$ cat src/rtl/peripheral_pkg.sv
// ============================================================================
// Module  : peripheral_pkg
// Brief   : Shared phase encoding and counter width for the peripheral
//           switch responder.
// Rev     : 1.0 - initial release
// ============================================================================
`default_nettype none

package peripheral_pkg;

    typedef enum logic [1:0] {
        SILENT   = 2'd0,
        STARTING = 2'd1,
        READY    = 2'd2,
        STOPPING = 2'd3
    } peripheral_phase_e;

    localparam int PERIPHERAL_CNT_W = 16;

endpackage

`default_nettype wire

$ cat src/rtl/peripheral_sync_bit.sv
// ============================================================================
// Module  : peripheral_sync_bit
// Brief   : Multi-flop synchroniser for a single asynchronous level.
// Rev     : 1.0 - initial release
// ============================================================================
`default_nettype none

module peripheral_sync_bit #(
    parameter int STAGES = 2
) (
    input  logic clk,
    input  logic rst_n,
    input  logic i_d,
    output logic o_q
);

    logic [STAGES-1:0] r_sync;

    always_ff @(posedge clk or negedge rst_n) begin
        if (!rst_n) begin
            r_sync <= '0;
        end else begin
            r_sync <= {r_sync[STAGES-2:0], i_d};
        end
    end

    assign o_q = r_sync[STAGES-1];

endmodule

`default_nettype wire

$ cat src/rtl/peripheral_switch_responder.sv
// ============================================================================
// Module  : peripheral_switch_responder
// Brief   : Responder end of the request/ready/silent/starting/stopping
//           handshake; drives a physical enable with dwell and acknowledge.
// Rev     : 1.0 - initial release
// ============================================================================
`default_nettype none

module peripheral_switch_responder
    import peripheral_pkg::*;
#(
    parameter int START_CYCLES   = 4,
    parameter int STOP_CYCLES    = 4,
    parameter int TIMEOUT_CYCLES = 1024,
    parameter int USE_ACK        = 1,
    parameter int SYNC_STAGES    = 2
) (
    input  logic clock,
    input  logic async_resetn,
    input  logic request,
    output logic ready,
    output logic silent,
    output logic starting,
    output logic stopping,
    output logic switch_enable,
    input  logic switch_good,
    output logic fault
);

    typedef logic [PERIPHERAL_CNT_W-1:0] cnt_t;

    localparam cnt_t c_START_LAST   = cnt_t'(START_CYCLES - 1);
    localparam cnt_t c_STOP_LAST    = cnt_t'(STOP_CYCLES - 1);
    localparam cnt_t c_TIMEOUT_LAST = cnt_t'(TIMEOUT_CYCLES - 1);

    peripheral_phase_e r_phase;
    cnt_t              r_cnt;
    logic              r_ready;
    logic              r_silent;
    logic              r_starting;
    logic              r_stopping;
    logic              r_switch_enable;
    logic              r_fault;

    logic w_good_sync;
    logic w_start_good;
    logic w_stop_good;
    logic w_start_done;
    logic w_stop_done;
    logic w_timeout;
    cnt_t w_cnt_inc;

    peripheral_sync_bit #(
        .STAGES (SYNC_STAGES)
    ) u_good_sync (
        .clk   (clock),
        .rst_n (async_resetn),
        .i_d   (switch_good),
        .o_q   (w_good_sync)
    );

    // Without an acknowledge the resource is assumed to follow the enable.
    assign w_start_good = (USE_ACK != 0) ? w_good_sync : 1'b1;
    assign w_stop_good  = (USE_ACK != 0) ? w_good_sync : 1'b0;

    assign w_start_done = (r_cnt >= c_START_LAST) && w_start_good;
    assign w_stop_done  = (r_cnt >= c_STOP_LAST) && !w_stop_good;
    assign w_timeout    = (r_cnt == c_TIMEOUT_LAST);
    assign w_cnt_inc    = (r_cnt == '1) ? r_cnt : r_cnt + cnt_t'(1);

    always_ff @(posedge clock or negedge async_resetn) begin
        if (!async_resetn) begin
            r_phase         <= SILENT;
            r_cnt           <= '0;
            r_silent        <= 1'b1;
            r_starting      <= 1'b0;
            r_ready         <= 1'b0;
            r_stopping      <= 1'b0;
            r_switch_enable <= 1'b0;
            r_fault         <= 1'b0;
        end else begin
            case (r_phase)
                SILENT: begin
                    if (request) begin
                        r_phase         <= STARTING;
                        r_cnt           <= '0;
                        r_silent        <= 1'b0;
                        r_starting      <= 1'b1;
                        r_switch_enable <= 1'b1;
                    end
                end
                STARTING: begin
                    r_cnt <= w_cnt_inc;
                    if (w_start_done || w_timeout) begin
                        r_phase    <= READY;
                        r_starting <= 1'b0;
                        r_ready    <= 1'b1;
                        if (!w_start_done) begin
                            r_fault <= 1'b1;
                        end
                    end
                end
                READY: begin
                    if (!request) begin
                        r_phase         <= STOPPING;
                        r_cnt           <= '0;
                        r_ready         <= 1'b0;
                        r_stopping      <= 1'b1;
                        r_switch_enable <= 1'b0;
                    end
                end
                STOPPING: begin
                    r_cnt <= w_cnt_inc;
                    if (w_stop_done || w_timeout) begin
                        r_phase    <= SILENT;
                        r_stopping <= 1'b0;
                        r_silent   <= 1'b1;
                        if (!w_stop_done) begin
                            r_fault <= 1'b1;
                        end
                    end
                end
            endcase
        end
    end

    assign ready         = r_ready;
    assign silent        = r_silent;
    assign starting      = r_starting;
    assign stopping      = r_stopping;
    assign switch_enable = r_switch_enable;
    assign fault         = r_fault;

endmodule

`default_nettype wire

$ cat config.mk
export PLATFORM = sky130hd
export DESIGN_NAME = peripheral_switch_responder
export DESIGN_NICKNAME = d
export VERILOG_FILES = /design/src/rtl/peripheral_pkg.sv /design/src/rtl/peripheral_sync_bit.sv /design/src/rtl/peripheral_switch_responder.sv
export SDC_FILE = /design/constraint.sdc
export NUM_CORES = 1
export LEC_CHECK = 0
export BUFFER_PORTS_ARGS = -buffer_cell sky130_fd_sc_hd__buf_2
export CELL_PAD_IN_SITES_DETAIL_PLACEMENT = 0
export CELL_PAD_IN_SITES_GLOBAL_PLACEMENT = 1
export CORE_UTILIZATION = 45
export DETAILED_ROUTE_END_ITERATION = 12
export PLACE_DENSITY_LB_ADDON = 0.1
export SYNTH_ARGS = -nofsm -noshare
export SYNTH_HDL_FRONTEND = slang
export SYNTH_SLANG_ARGS = --single-unit
$ cat constraint.sdc
create_clock -name clock -period 2.6 [get_ports clock]
set_input_delay 0.39 -clock clock [delete_from_list [all_inputs] [get_ports clock]]
set_output_delay 0.39 -clock clock [all_outputs]
set_load 0.02 [all_outputs]
Word-level counts from Yosys, hierarchy flattened
Index checks and enable logic that the tools add are counted.
{"block": "classes", "add_sub_neg": 1, "order_cmp": 1, "eq_ne": 12, "mux": 27, "reduce_logical": 21}
{"op": "two-way mux 16 bit", "count": 3}
{"op": "one-hot mux 16 bit (3 select lines)", "count": 1}
{"op": "AND reduction 3 bit", "count": 6}
{"op": "adder 16 x 1 -> 16 bit (second input constant)", "count": 1}
{"op": "equality test 16 x 10 -> 1 bit (second input constant)", "count": 1}
{"op": "equality test 16 bit (second input constant)", "count": 1}
{"op": "greater-or-equal comparator 16 x 2 -> 1 bit (second input constant)", "count": 1}
{"op": "inequality test 2 bit (second input constant)", "count": 7}
{"op": "two-way mux 1 bit", "count": 12}
{"op": "one-hot mux 1 bit (2 select lines)", "count": 6}
{"op": "nonzero test 2 bit", "count": 6}
{"op": "two-way mux 2 bit", "count": 4}
{"op": "one-hot mux 2 bit (4 select lines)", "count": 1}
{"op": "AND reduction 5 bit", "count": 1}
{"op": "equality test 2 bit (second input constant)", "count": 2}
{"op": "AND reduction 4 bit", "count": 1}
{"op": "equality test 2 x 1 -> 1 bit (second input constant)", "count": 1}
{"op": "logical AND 1 bit", "count": 2}
{"op": "zero test 2 bit", "count": 1}
{"op": "logical OR 1 bit", "count": 2}
{"op": "OR reduction 2 bit", "count": 1}
{"op": "zero test 1 bit", "count": 1}
{"block": "totals", "regBits": 26, "in_bits": 4}

Longest topological paths before layout
Gate-level depths: netlist of the first run.
{"block": "depth", "depth_word": 5, "ltp_mapped": 7, "depth_no_buf": 7}

Cells and area by module
A second synthesis of the first run with hierarchy kept.
{"block": "unflattened", "cells_unflattened": 157, "hier_area_um2": 1519.0}
{"mod": "peripheral_switch_responder", "n_inst": 1, "cells_per_inst": 155, "area_each_um2": 1468.9}
{"mod": "peripheral_sync_bit", "n_inst": 1, "cells_per_inst": 2, "area_each_um2": 50.0}

Worst setup path after synthesis of the first run
No wires, ideal clock.
{"block": "synth_timing", "path_kind": "register -> register", "startpoint": "reg r_cnt[0]", "endpoint": "reg r_cnt[15]", "arrival_ns": 1.718, "slack_ns": 0.762, "stages_incl_launch_ff": 7, "n_path_buf": 0, "synth_period_minus_slack_ns": 1.838, "cell_sequence": "dfrtp_1 ha_1 and3_2 and4_1 a311oi_4 a31oi_1 a41o_1"}
{"block": "synth_via", "elab_chain_cells": 3, "word_cells_on_any_way": 6, "cone_classes": "add/sub: 1; eq/ne: 2; mux: 2; reduce/logical: 1"}
{"element": "start, declared", "line": "peripheral_switch_responder.sv:37", "text": "cnt_t r_cnt;"}
{"element": "start signal, assigned", "line": "peripheral_switch_responder.sv:93", "text": "r_cnt <= w_cnt_inc;"}
{"element": "start signal, assigned", "line": "peripheral_switch_responder.sv:113", "text": "r_cnt <= w_cnt_inc;"}
{"element": "adder 16 x 1 -> 16 bit or equality test 16 bit (tied branches)", "line": "peripheral_switch_responder.sv:69", "text": "assign w_cnt_inc = (r_cnt == '1) ? r_cnt : r_cnt + cnt_t'(1);"}
{"element": "two-way mux 16 bit or inequality test 2 bit (tied branches)"}
{"element": "one-hot mux 16 bit (3 select lines) or AND reduction 3 bit (tied branches)"}
Several ways; a longest one is shown, not always the timed one. The select of a mux whose other input is x is not followed.
A chain may end at the register's enable or synchronous reset.

Worst setup path after layout of the first run
{"block": "layout_timing", "startpoint": "reg r_phase[0]", "endpoint": "reg r_cnt[3]"}
{"block": "layout_via", "elab_chain_cells": 4, "word_cells_on_any_way": 10, "cone_classes": "eq/ne: 6; mux: 1; reduce/logical: 3"}
{"element": "start, declared", "line": "peripheral_switch_responder.sv:36", "text": "peripheral_phase_e r_phase;"}
{"element": "start signal, assigned", "line": "peripheral_switch_responder.sv:73", "text": "r_phase <= SILENT;"}
{"element": "start signal, assigned", "line": "peripheral_switch_responder.sv:85", "text": "r_phase <= STARTING;"}
{"element": "start signal, assigned", "line": "peripheral_switch_responder.sv:95", "text": "r_phase <= READY;"}
{"element": "equality test 2 bit or equality test 2 x 1 -> 1 bit (tied branches)", "line": "peripheral_switch_responder.sv:82", "text": "case (r_phase)"}
{"element": "OR reduction 2 bit (no source line)"}
{"element": "inequality test 2 bit (no source line)"}
{"element": "AND reduction 3 bit (no source line)"}
Several ways; a longest one is shown, not always the timed one.

==> results of run 1 <==
==> metrics by stage <==
stage | std cells | cell area [um2] | worst slack (ns)
after floorplan | 170 | 1568 | 0.7619
after global placement | 221 | 1654 | 0.5391
after detailed placement | 221 | 1654 | 0.4881
after CTS | 225 | 1707 | 0.4615
after global routing | 225 | 1707 | 0.3321
final | 225 | 1707 | 0.4646
==> critical path, delay by kind of cell, from the launching register on <==
family | cells | cell delay (ns)
mux | 1 | 0.43
simple gates | 3 | 0.72
compound gates | 1 | 0.14
flops | 1 | 0.46
fa+ha+maj | 1 | 0.27
buf+inv | 1 | 0.09
==> power breakdown <==
part	switching, uW	internal [uW]	total, uW
clock	126	156	282
sequential	62.5	483	545
combinational	466	238	703
==> worst paths after layout <==
kind,from,to,slack (ns),cells past startpoint
hold reg to reg,u_good_sync.r_sync[0],u_good_sync.r_sync[1],0.37,0
setup reg to reg,r_phase[0],r_cnt[3],0.46,7
hold / removal,async_resetn,r_cnt[12],0.03,1
min in group clock,switch_good,u_good_sync.r_sync[0],0.16,1
setup / recovery,r_phase[0],r_cnt[3],0.46,7
max in group asynchronous,async_resetn,silent,2.19,1
==> routing by layer <==
metal	part of all wire	vias up	global-route usage	routed length (um)
met5	0	-	0	0
met4	0.012	0	0.06818	42
met3	0.027	5	0.01891	94
met2	0.47	23	0.3370	1652
met1	0.49	652	0.3236	1743
li1	-	659	-	-
==> registers in the layout, indices dropped and copies added, names as in the netlist <==
| signal | count |
|---|---|
| starting | 1 |
| u_good_sync.r_sync | 2 |
| stopping | 1 |
| ready | 1 |
| r_cnt | 16 |
| switch_enable | 1 |
| silent | 1 |
| r_phase | 2 |
| fault | 1 |
==> placed cells by master (no fill, tap or decap), drive strengths merged, types with 5 or more instances in the layout <==
master   n
o211ai   8
nand3    8
nand2   24
o21ai   13
dfrtp   25
a21oi   12
nor2     6
ha       5
buf      9
inv     10
and4     5
==> cells by family after synthesis <==
| group | Yosys count |
|---|---|
| AOI/OAI and AO/OA | 50 |
| and+or+nand+nor | 72 |
| DFF | 26 |
| adders and majority gates | 5 |
| buffers and inverters | 14 |
| muxes | 3 |
==> final cells by class <==
cell class / count / area [um2] / share of cell area
well taps: 46 / 57.56 / 0.03372
inverters: 10 / 37.54 / 0.02199
clock buffers: 3 / 22.52 / 0.01320
multi-input cells: 130 / 862.1 / 0.5051
clock inverters: 1 / 30.03 / 0.01760
flip-flops and latches: 26 / 651.9 / 0.3820
repair buffers: 9 / 45.04 / 0.02639
==> run_results.csv, run 1 <==
group,metric,value,unit
outcome,outcome,"completed",
timing,rsz0062_at_grt,"false",
route,routed_wl,3.533,mm
cells_and_area,drive_above_1_share,0.1564,
route,num_vias,1339,
placed_design,port_buffers,9,
cells_and_area,fillers,335,
global_routing,grt_use_total,0.2182,
clock_network,cts_sinks,26,
timing,slew_violations,0,
global_routing,grt_pass1_wl,5.989,mm
timing,max_slew_margin,0.6157,
clock_network,cts_setup_buffers,0,
setup_path,crit_chain,"inv_1, ha_1, mux2_2, nor2_4, o21ai_2, or3_2, nand3_1",
timing,worst_clock_skew,0.005877,ns
setup_path,cp-end-kind,"flip-flop",
timing,fmax,468.3,MHz
logic_synthesis,yosysTopAreaCell,"dfrtp_1",
clock_network,clkSlewWorstSetupHoldPaths,0.15,ns
clock_network,htree_levels,1,
timing,tightest_slew,0.5765,ns
logic_synthesis,ys_ff_latch,26,
logic_synthesis,synthArstFlopShare,1.000,
logic_synthesis,synthFlopType,"dfrtp_1",
clock_network,cts_hold_buf,0,
logic_synthesis,netlist.area_leader.share,0.3990,
setup_path,critPathMaxFanout,14,
logic_synthesis,muxShareOfSynthArea,0.02075,
route,route.detailed.vias_per_inst,5.951,
cells_and_area,fin_util,0.5114,
logic_synthesis,yosysMostFrequentCell,"dfrtp_1",
floorplan,dieArea,3724,um2
logic_synthesis,synth_warnings,0,
floorplan,num_rows,21,
floorplan,core_area,3337,um2
run,drv_cap,0,
logic_synthesis,synth_area,1568,um2
global_routing,grt_max_degree,27,
logic_synthesis,syn_avg_cell_area,9.222,um2
worst_hold_path,min_path_type,"in2async",
logic_synthesis,synth_top_family_by_area,"simple AND/OR/NAND/NOR gates",
route,first_pass_iters,4,
route,initialDrtViolationCount,78,
route,ant_nets,0,
power_and_ir_drop,p_leak,0.0007108,uW
global_routing,grt_pass1_vias,1245,
timing,period_minus_slack,2.135,ns
timing,hold_viol_final,0,
power_and_ir_drop,power_density,896.9,nW/um2
setup_path,max_stage_delay,0.46,ns
clock_network,worstSkewPairLatency,0.33,ns
setup_path,crit_slowest_cell,"dfrtp_1",
timing,finalSetupViolations,0,
clock_network,cts_resized,0,
placed_design,dp_hpwl,2.566,mm
floorplan,io_pins,10,
timing,setup_tns,0,ns
clock_network,cts_buffers,3,
power_and_ir_drop,p_total,1531,uW
route,drc,0,
timing,whs,0.03076,ns
setup_path,crit_type,"reg2reg",
setup_path,cp_data_arrival_time,2.42,ns
clock_network,cts_root_buf,"clkbuf_4",
global_routing,overflow,0,
cells_and_area,area_growth,8.859,%
global_routing,antenna_found_initial,0,
logic_synthesis,yosysSeqAreaShare,0.4158,
logic_synthesis,synthSimpleGateAreaFrac,0.2666,
floorplan,die_w,61.03,um
timing,finalCritPeriodShare,0.8213,
setup_path,crit_path_start_kind,"flip-flop",
route,wl_per_cell,15.70,um
cells_and_area,final_nets,189,
logic_synthesis,synthXorXnorAreaFrac,0,
logic_synthesis,syn-num-nets,179,
placed_design,gp_congestion,0.8229,
logic_synthesis,netlist-cell-type-count,47,
cells_and_area,diodes,0,
floorplan,start_util,0.4698,
logic_synthesis,synth_edf_count,0,
clock_network,cts_tree,"built",
logic_synthesis,synth_compound_gate_area_share,0.2227,
clock_network,clockBufferDepth,2,
logic_synthesis,yosys.area_share.adder,0.03990,
logic_synthesis,syn_inst,170,
power_and_ir_drop,vdd_ir_drop_max,0.4987,mV
logic_synthesis,yosys-top-cells-count,"25 x dfrtp_1, 24 x nand2_1, 12 x a21oi_1, 12 x o21ai_0, 10 x inv_1",
logic_synthesis,synthTopCellsByArea,"dfrtp_1 40%, nand2_1 5.7%, ha_1 4.0%",
floorplan,die_height,61.03,um
setup_path,critPathRequiredTime,2.88,ns
Note: power is estimated with default switching activity, not from simulation.
==> run 2: changes to the inputs <==
--- a/config.mk
+++ b/config.mk
@@ -5,10 +5,11 @@
 export SDC_FILE = /design/constraint.sdc
 export NUM_CORES = 1
 export LEC_CHECK = 0
+export ABC_AREA = 1
 export BUFFER_PORTS_ARGS = -buffer_cell sky130_fd_sc_hd__buf_2
 export CELL_PAD_IN_SITES_DETAIL_PLACEMENT = 0
 export CELL_PAD_IN_SITES_GLOBAL_PLACEMENT = 1
-export CORE_UTILIZATION = 45
+export CORE_UTILIZATION = 40
 export DETAILED_ROUTE_END_ITERATION = 12
 export PLACE_DENSITY_LB_ADDON = 0.1
 export SYNTH_ARGS = -nofsm -noshare
==> constraint.sdc (replaced) <==
create_clock -name clock -period 1.9 [get_ports clock]
set_input_delay 0.285 -clock clock [delete_from_list [all_inputs] [get_ports clock]]
set_output_delay 0.285 -clock clock [all_outputs]
set_load 0.02 [all_outputs]
==> run 2 against run 1 <==
Non-clock buffer count is 5 higher. Largest power group unchanged. Clock skew down 0.0029 ns. Clock power up 68%. The run now ends with hold timing left. Flip-flop and latch count stayed put. Synthesized cell count rose by 33%. Sequential share of layout area is 3.5 points lower. Design area increased by 10%. Combinational power is 54% higher. Critical path depth is 4 higher. Cell count is 29% higher.
==> run_results.csv, run 2 <==
group,metric,value,unit
cells_and_area,top_register,"r_cnt",
route,num_vias,1472,
floorplan,core_area,4000,um2
setup_path,crit_path_start_kind,"flip-flop",
cells_and_area,top_regs,"r_cnt x16, r_phase x2, u_good_sync.r_sync x2",
setup_path,cp-startpoint,"r_phase[1]",
timing,slew_violations,0,
logic_synthesis,synth_area,1670,um2
power_and_ir_drop,p_leak,0.0008520,uW
outcome,violations,"hold timing",
timing,setup_tns,0,ns
clock_network,clkSlewWorstSetupHoldPaths,0.10,ns
clock_network,cts_tree,"built",
floorplan,start_util,0.4176,
global_routing,grt_pass1_wl,6.313,mm
outcome,outcome,"finished, violations left",
placed_design,gp_congestion,0.8249,
logic_synthesis,yosysSeqAreaShare,0.3903,
timing,max_slew_margin,0.6028,
clock_network,worstSkewPairLatency,0.28,ns
setup_path,critPathMaxFanout,12,
global_routing,grt_pass1_vias,1383,
worst_hold_path,min_path_type,"in2async",
logic_synthesis,syn_inst,226,
clock_network,htree_levels,1,
timing,hold_viol_final,2,
cells_and_area,final_nets,251,
clock_network,cts_root_buf,"clkbuf_8",
route,routed_wl,3.737,mm
placed_design,place_area,1794,um2
power_and_ir_drop,vdd_ir_drop_max,0.6343,mV
logic_synthesis,ys_ff_latch,26,
placed_design,dp_hpwl,2.816,mm
timing,finalCritPeriodShare,0.9063,
cells_and_area,design_area,1878,um2
run,drv_cap,0,
timing,worst_clock_skew,0.002990,ns
route,ant_nets,0,
global_routing,overflow,0,
logic_synthesis,synthTopCellsByArea,"dfrtp_1 37%, nand2_1 16%, nor2_1 6.7%",
floorplan,io_pins,10,
floorplan,die_w,66.62,um
route,initialDrtViolationCount,72,
route,first_pass_iters,4,
setup_path,cp_data_arrival_time,1.92,ns
placed_design,dp_slack,0.08747,ns
route,wl_per_cell,12.84,um
timing,fmax,580.7,MHz
cells_and_area,layout_common_cells,"69 x nand2_1, 30 x nor2_1, 25 x dfrtp_1",
logic_synthesis,syn-num-nets,235,
timing,finalSetupViolations,0,
timing,period_minus_slack,1.722,ns
power_and_ir_drop,power_density,1222,nW/um2
placed_design,port_buffers,9,
timing,tightest_slew,0.5958,ns
floorplan,die_height,66.62,um
setup_path,cp-end-kind,"flip-flop",
route,drc,0,
cells_and_area,drive_above_1_share,0.1701,
cells_and_area,largest_register_ffs,16,
logic_synthesis,synthArstFlopShare,1.000,
global_routing,antenna_found_initial,0,
timing,fin_ws,0.1781,ns
global_routing,grt_use_total,0.1895,
logic_synthesis,netlist.area_leader.share,0.3745,
logic_synthesis,synthFlopType,"dfrtp_1",
global_routing,grt_max_degree,27,
logic_synthesis,synth_warnings,0,
timing,whs,-0.0005888,ns
timing,rsz0062_at_grt,"false",
logic_synthesis,yosysTopAreaCell,"dfrtp_1",
clock_network,cts_sinks,26,
setup_path,critPathRequiredTime,2.10,ns
clock_network,clockBufferDepth,2,
logic_synthesis,yosys-top-cells-count,"69 x nand2_1, 30 x nor2_1, 25 x dfrtp_1, 21 x inv_1, 20 x nand3_1",
cells_and_area,area_growth,12.43,%
logic_synthesis,yosysMostFrequentCell,"nand2_1",
logic_synthesis,synth_edf_count,0,
cells_and_area,final_common_cell,"nand2_1",
floorplan,dieArea,4438,um2
cells_and_area,fillers,431,
clock_network,cts_hold_buf,0,
route,route.detailed.vias_per_inst,5.058,
setup_path,reg2reg_from,"r_phase[1]",
floorplan,num_rows,23,
setup_path,crit_type,"reg2reg",
clock_network,cts_buffers,3,
cells_and_area,diodes,0,
logic_synthesis,netlist-cell-type-count,30,
logic_synthesis,syn_avg_cell_area,7.391,um2
## run 2: final timing paths
kind	to	slack [ns]	depth (start not counted)
setup / recovery	r_cnt[0]	0.18	11
hold / removal	r_cnt[15]	-0.0006	1
setup reg to reg	r_cnt[0]	0.18	11
hold reg to reg	u_good_sync.r_sync[1]	0.37	0
max in group asynchronous	r_cnt[0]	1.51	1
min in group clock	u_good_sync.r_sync[0]	0.11	1
## run 2: critical path, stage by stage (launching register included)
cell     delay [ns]
dfrtp_1        0.43
inv_1          0.09
ha_1           0.30
nor2_4         0.07
inv_1          0.07
nand3_1        0.06
nor2_1         0.09
nand2_1        0.09
nand2_4        0.17
buf_12         0.16
nand2_1        0.05
o21ai_0        0.07
## run 2: power breakdown
| group | leakage (uW) | internal, uW | switching [uW] |
|---|---|---|---|
| Combinational | 0.000480 | 389 | 689 |
| Clock | 0.0000357 | 282 | 191 |
| Sequential | 0.000336 | 668 | 77.7 |
## run 2: routing by layer
metal,GRT usage,vias to the layer above,share of wire
li1,-,754,-
met4,0.06117,0,0.0099
met2,0.2955,32,0.45
met1,0.2671,682,0.50
met3,0.02740,4,0.035
met5,0,-,0
## run 2: logic make-up after synthesis
logic type | Yosys count | synth area share
buf+inv | 25 | 0.06517
simple gates | 142 | 0.3903
flops | 26 | 0.3903
fa+ha+maj | 5 | 0.03745
xor+xnor | 6 | 0.03146
compound gates | 22 | 0.08539
## run 2: metrics by stage
stage | hold WS, ns | std cells | util | total power (uW)
4_1_cts | 0.02025 | 290 | 0.4664 | 2284
2_1_floorplan | -0.01059 | 226 | - | 1509
5_1_grt | 0.04727 | 291 | 0.4695 | 2480
3_3_place_gp | 0.3219 | 286 | 0.4485 | 1784
3_5_place_dp | 0.3318 | 286 | 0.4485 | 1811
6_report | -0.0005888 | 291 | 0.4695 | 2296
## run 2: layout make-up
class / instances / area (um2) / area share
Sequential cell: 26 / 651.9 / 0.3471
Multi-Input combinational cell: 175 / 912.1 / 0.4857
Inverter: 22 / 85.08 / 0.04530
Tap cell: 50 / 62.56 / 0.03331
Clock inverter: 1 / 30.03 / 0.01599
Timing Repair Buffer: 14 / 95.09 / 0.05063
Clock buffer: 3 / 41.29 / 0.02199
## run 2: timing repair
action                     CTS  global route
buffers inserted             0             1
setup endpoints to repair    0            13
gates resized for setup      0             2
==> run 3: changes to the inputs <==
--- a/config.mk
+++ b/config.mk
@@ -11,7 +11,9 @@
 export CELL_PAD_IN_SITES_GLOBAL_PLACEMENT = 1
 export CORE_UTILIZATION = 40
 export DETAILED_ROUTE_END_ITERATION = 12
+export MAX_ROUTING_LAYER = met4
 export PLACE_DENSITY_LB_ADDON = 0.1
+export SKIP_LAST_GASP = 1
 export SYNTH_ARGS = -nofsm -noshare
 export SYNTH_HDL_FRONTEND = slang
 export SYNTH_SLANG_ARGS = --single-unit
==> run 3 against run 2 <==
Die area is the same. Core utilization is the same. Power about the same. Global-route usage grew 0.51 points. Cell count unchanged. Clock skew is essentially flat. Sequential share of layout area is the same. Highest routed layer unchanged. Count of clock-buffer cells in the layout did not move. Via count is the same. Sequential power is essentially flat. The flow still finishes with violations (hold timing).
==> run_results.csv, run 3 (same netlist as run 2, synthesis figures left out) <==
group,metric,value,unit
cells_and_area,multi_input_area,912.1,um2
clock_network,cts_buffers,3,
global_routing,grt_use_total,0.1946,
worst_hold_path,min_path_type,"in2async",
clock_network,clockBufferDepth,2,
cells_and_area,diodes,0,
clock_network,clkSlewWorstSetupHoldPaths,0.10,ns
floorplan,dieArea,4438,um2
run,drv_cap,0,
global_routing,overflow,0,
setup_path,cp-end-kind,"flip-flop",
clock_network,cts_root_buf,"clkbuf_8",
route,routed_wl,3.738,mm
cells_and_area,drive_above_1_share,0.1701,
timing,fmax,580.8,MHz
global_routing,antenna_found_initial,0,
setup_path,critPathMaxFanout,12,
floorplan,core_area,4000,um2
timing,max_slew_margin,0.6028,
clock_network,cts_sinks,26,
setup_path,cp.depth,11,
setup_path,reg2reg_slack,0.18,ns
setup_path,critPathBufInv,3,
placed_design,dp.cells,286,
setup_path,cp_data_arrival_time,1.92,ns
setup_path,crit_chain,"inv_1, ha_1, nor2_4, inv_1, nand3_1, nor2_1, nand2_1, nand2_4, buf_12, nand2_1, o21ai_0",
clock_network,cts_hold_buf,0,
cells_and_area,final_common_cell,"nand2_1",
route,drc,0,
outcome,outcome,"finished, violations left",
placed_design,port_buffers,9,
cells_and_area,final_nets,251,
global_routing,grt_pass1_wl,6.320,mm
cells_and_area,fin_cells,291,
clock_network,htree_levels,1,
power_and_ir_drop,vdd_ir_drop_max,0.6347,mV
timing,whs,-0.0005805,ns
timing,worst_clock_skew,0.003095,ns
setup_path,crit_family,"simple AND/OR/NAND/NOR gates",
placed_design,dp_hpwl,2.816,mm
route,num_vias,1472,
clock_network,worstSkewPairLatency,0.28,ns
timing,setup_tns,0,ns
timing,finalCritPeriodShare,0.9062,
route,route.detailed.vias_per_inst,5.058,
floorplan,start_util,0.4176,
setup_path,reg2reg_from,"r_phase[1]",
placed_design,gp_congestion,0.8374,
route,first_pass_iters,4,
setup_path,ff2ff_path_depth,11,
route,ant_nets,0,
cells_and_area,fillers,431,
floorplan,die_height,66.62,um
setup_path,reg2reg_to,"r_cnt[0]",
power_and_ir_drop,p_leak,0.0008520,uW
global_routing,grt_pass1_vias,1383,
setup_path,crit_path_start_kind,"flip-flop",
setup_path,crit_type,"reg2reg",
route,wl_per_cell,12.85,um
timing,finalSetupViolations,0,
setup_path,crit_slowest_cell,"dfrtp_1",
cells_and_area,seqCellArea,651.9,um2
timing,period_minus_slack,1.722,ns
setup_path,critPathRequiredTime,2.10,ns
cells_and_area,layout_common_cells,"69 x nand2_1, 30 x nor2_1, 25 x dfrtp_1",
outcome,violations,"hold timing",
timing,hold_viol_final,2,
timing,tightest_slew,0.5958,ns
power_and_ir_drop,power_density,1222,nW/um2
cells_and_area,top_regs,"r_cnt x16, r_phase x2, u_good_sync.r_sync x2",
cells_and_area,area_growth,12.43,%
cells_and_area,top_register,"r_cnt",
floorplan,num_rows,23,
floorplan,die_w,66.62,um
global_routing,grt_max_degree,27,
cells_and_area,largest_register_ffs,16,
floorplan,io_pins,10,
timing,rsz0062_at_grt,"false",
clock_network,cts_tree,"built",
route,initialDrtViolationCount,69,
setup_path,max_stage_delay,0.43,ns
timing,slew_violations,0,
==> run 3: cell counts in the layout (fill, tap and decap cells not counted) <==
No cell type changed its count.
==> run 3: timing repair <==
| action | CTS | global route |
|---|---|---|
| endpoints found under the setup margin | 0 | 13 |
| setup buffers | 0 | 1 |
| gates resized for setup | 0 | 2 |
==> run 3: through the flow <==
step | hold slack, ns | power, uW | setup WS [ns] | util | instance area, um2
after global routing | 0.04728 | 2480 | 0.02260 | 0.4695 | 1878
final | -0.0005805 | 2296 | 0.1781 | 0.4695 | 1878
after detailed placement | 0.3318 | 1811 | 0.08747 | 0.4485 | 1794
after floorplan | -0.01059 | 1509 | 0.3331 | - | 1670
after global placement | 0.3219 | 1784 | 0.1808 | 0.4485 | 1794
after CTS | 0.02025 | 2284 | 0.07382 | 0.4664 | 1866
==> run 3: worst max-delay path by stage <==
stage	start	end	slack (ns)
finish	r_phase[1]	r_cnt[0]	0.18
global route	r_phase[1]	r_cnt[5]	0.02
global placement	r_phase[1]	r_cnt[0]	0.18
floorplan	r_phase[1]	r_cnt[0]	0.33
detailed placement	r_phase[1]	r_cnt[0]	0.09
CTS	r_phase[1]	r_cnt[0]	0.07
==> run 3: worst reg2reg max path, stage by stage (launching register included) <==
cell	delay [ns]
dfrtp_1	0.43
inv_1	0.09
ha_1	0.30
nor2_4	0.07
inv_1	0.07
nand3_1	0.06
nor2_1	0.09
nand2_1	0.09
nand2_4	0.17
buf_12	0.17
nand2_1	0.05
o21ai_0	0.07
==> run 3: report_power, final <==
part	leakage [uW]	internal, uW	switching [uW]
clock	0.0000357	282	191
combinational	0.000480	389	689
sequential	0.000336	668	77.7
total	0.000852	1340	957
==> run 3: metal layers <==
layer  vias to the layer above  wire length (um)  track usage
li1                        754                 -            -
met1                       682              1887       0.2671
met2                        32              1683       0.2955
met3                         4               128      0.02740
met4                         0                38      0.06117
met5                         -                 0            -
==> run 3: layout make-up <==
type                    count  share of cell area
repair buffers             14             0.05063
clock inverters             1             0.01599
multi-input cells         175              0.4857
inverters                  22             0.04530
flip-flops and latches     26              0.3471
clock buffers               3             0.02199
well taps                  50             0.03331
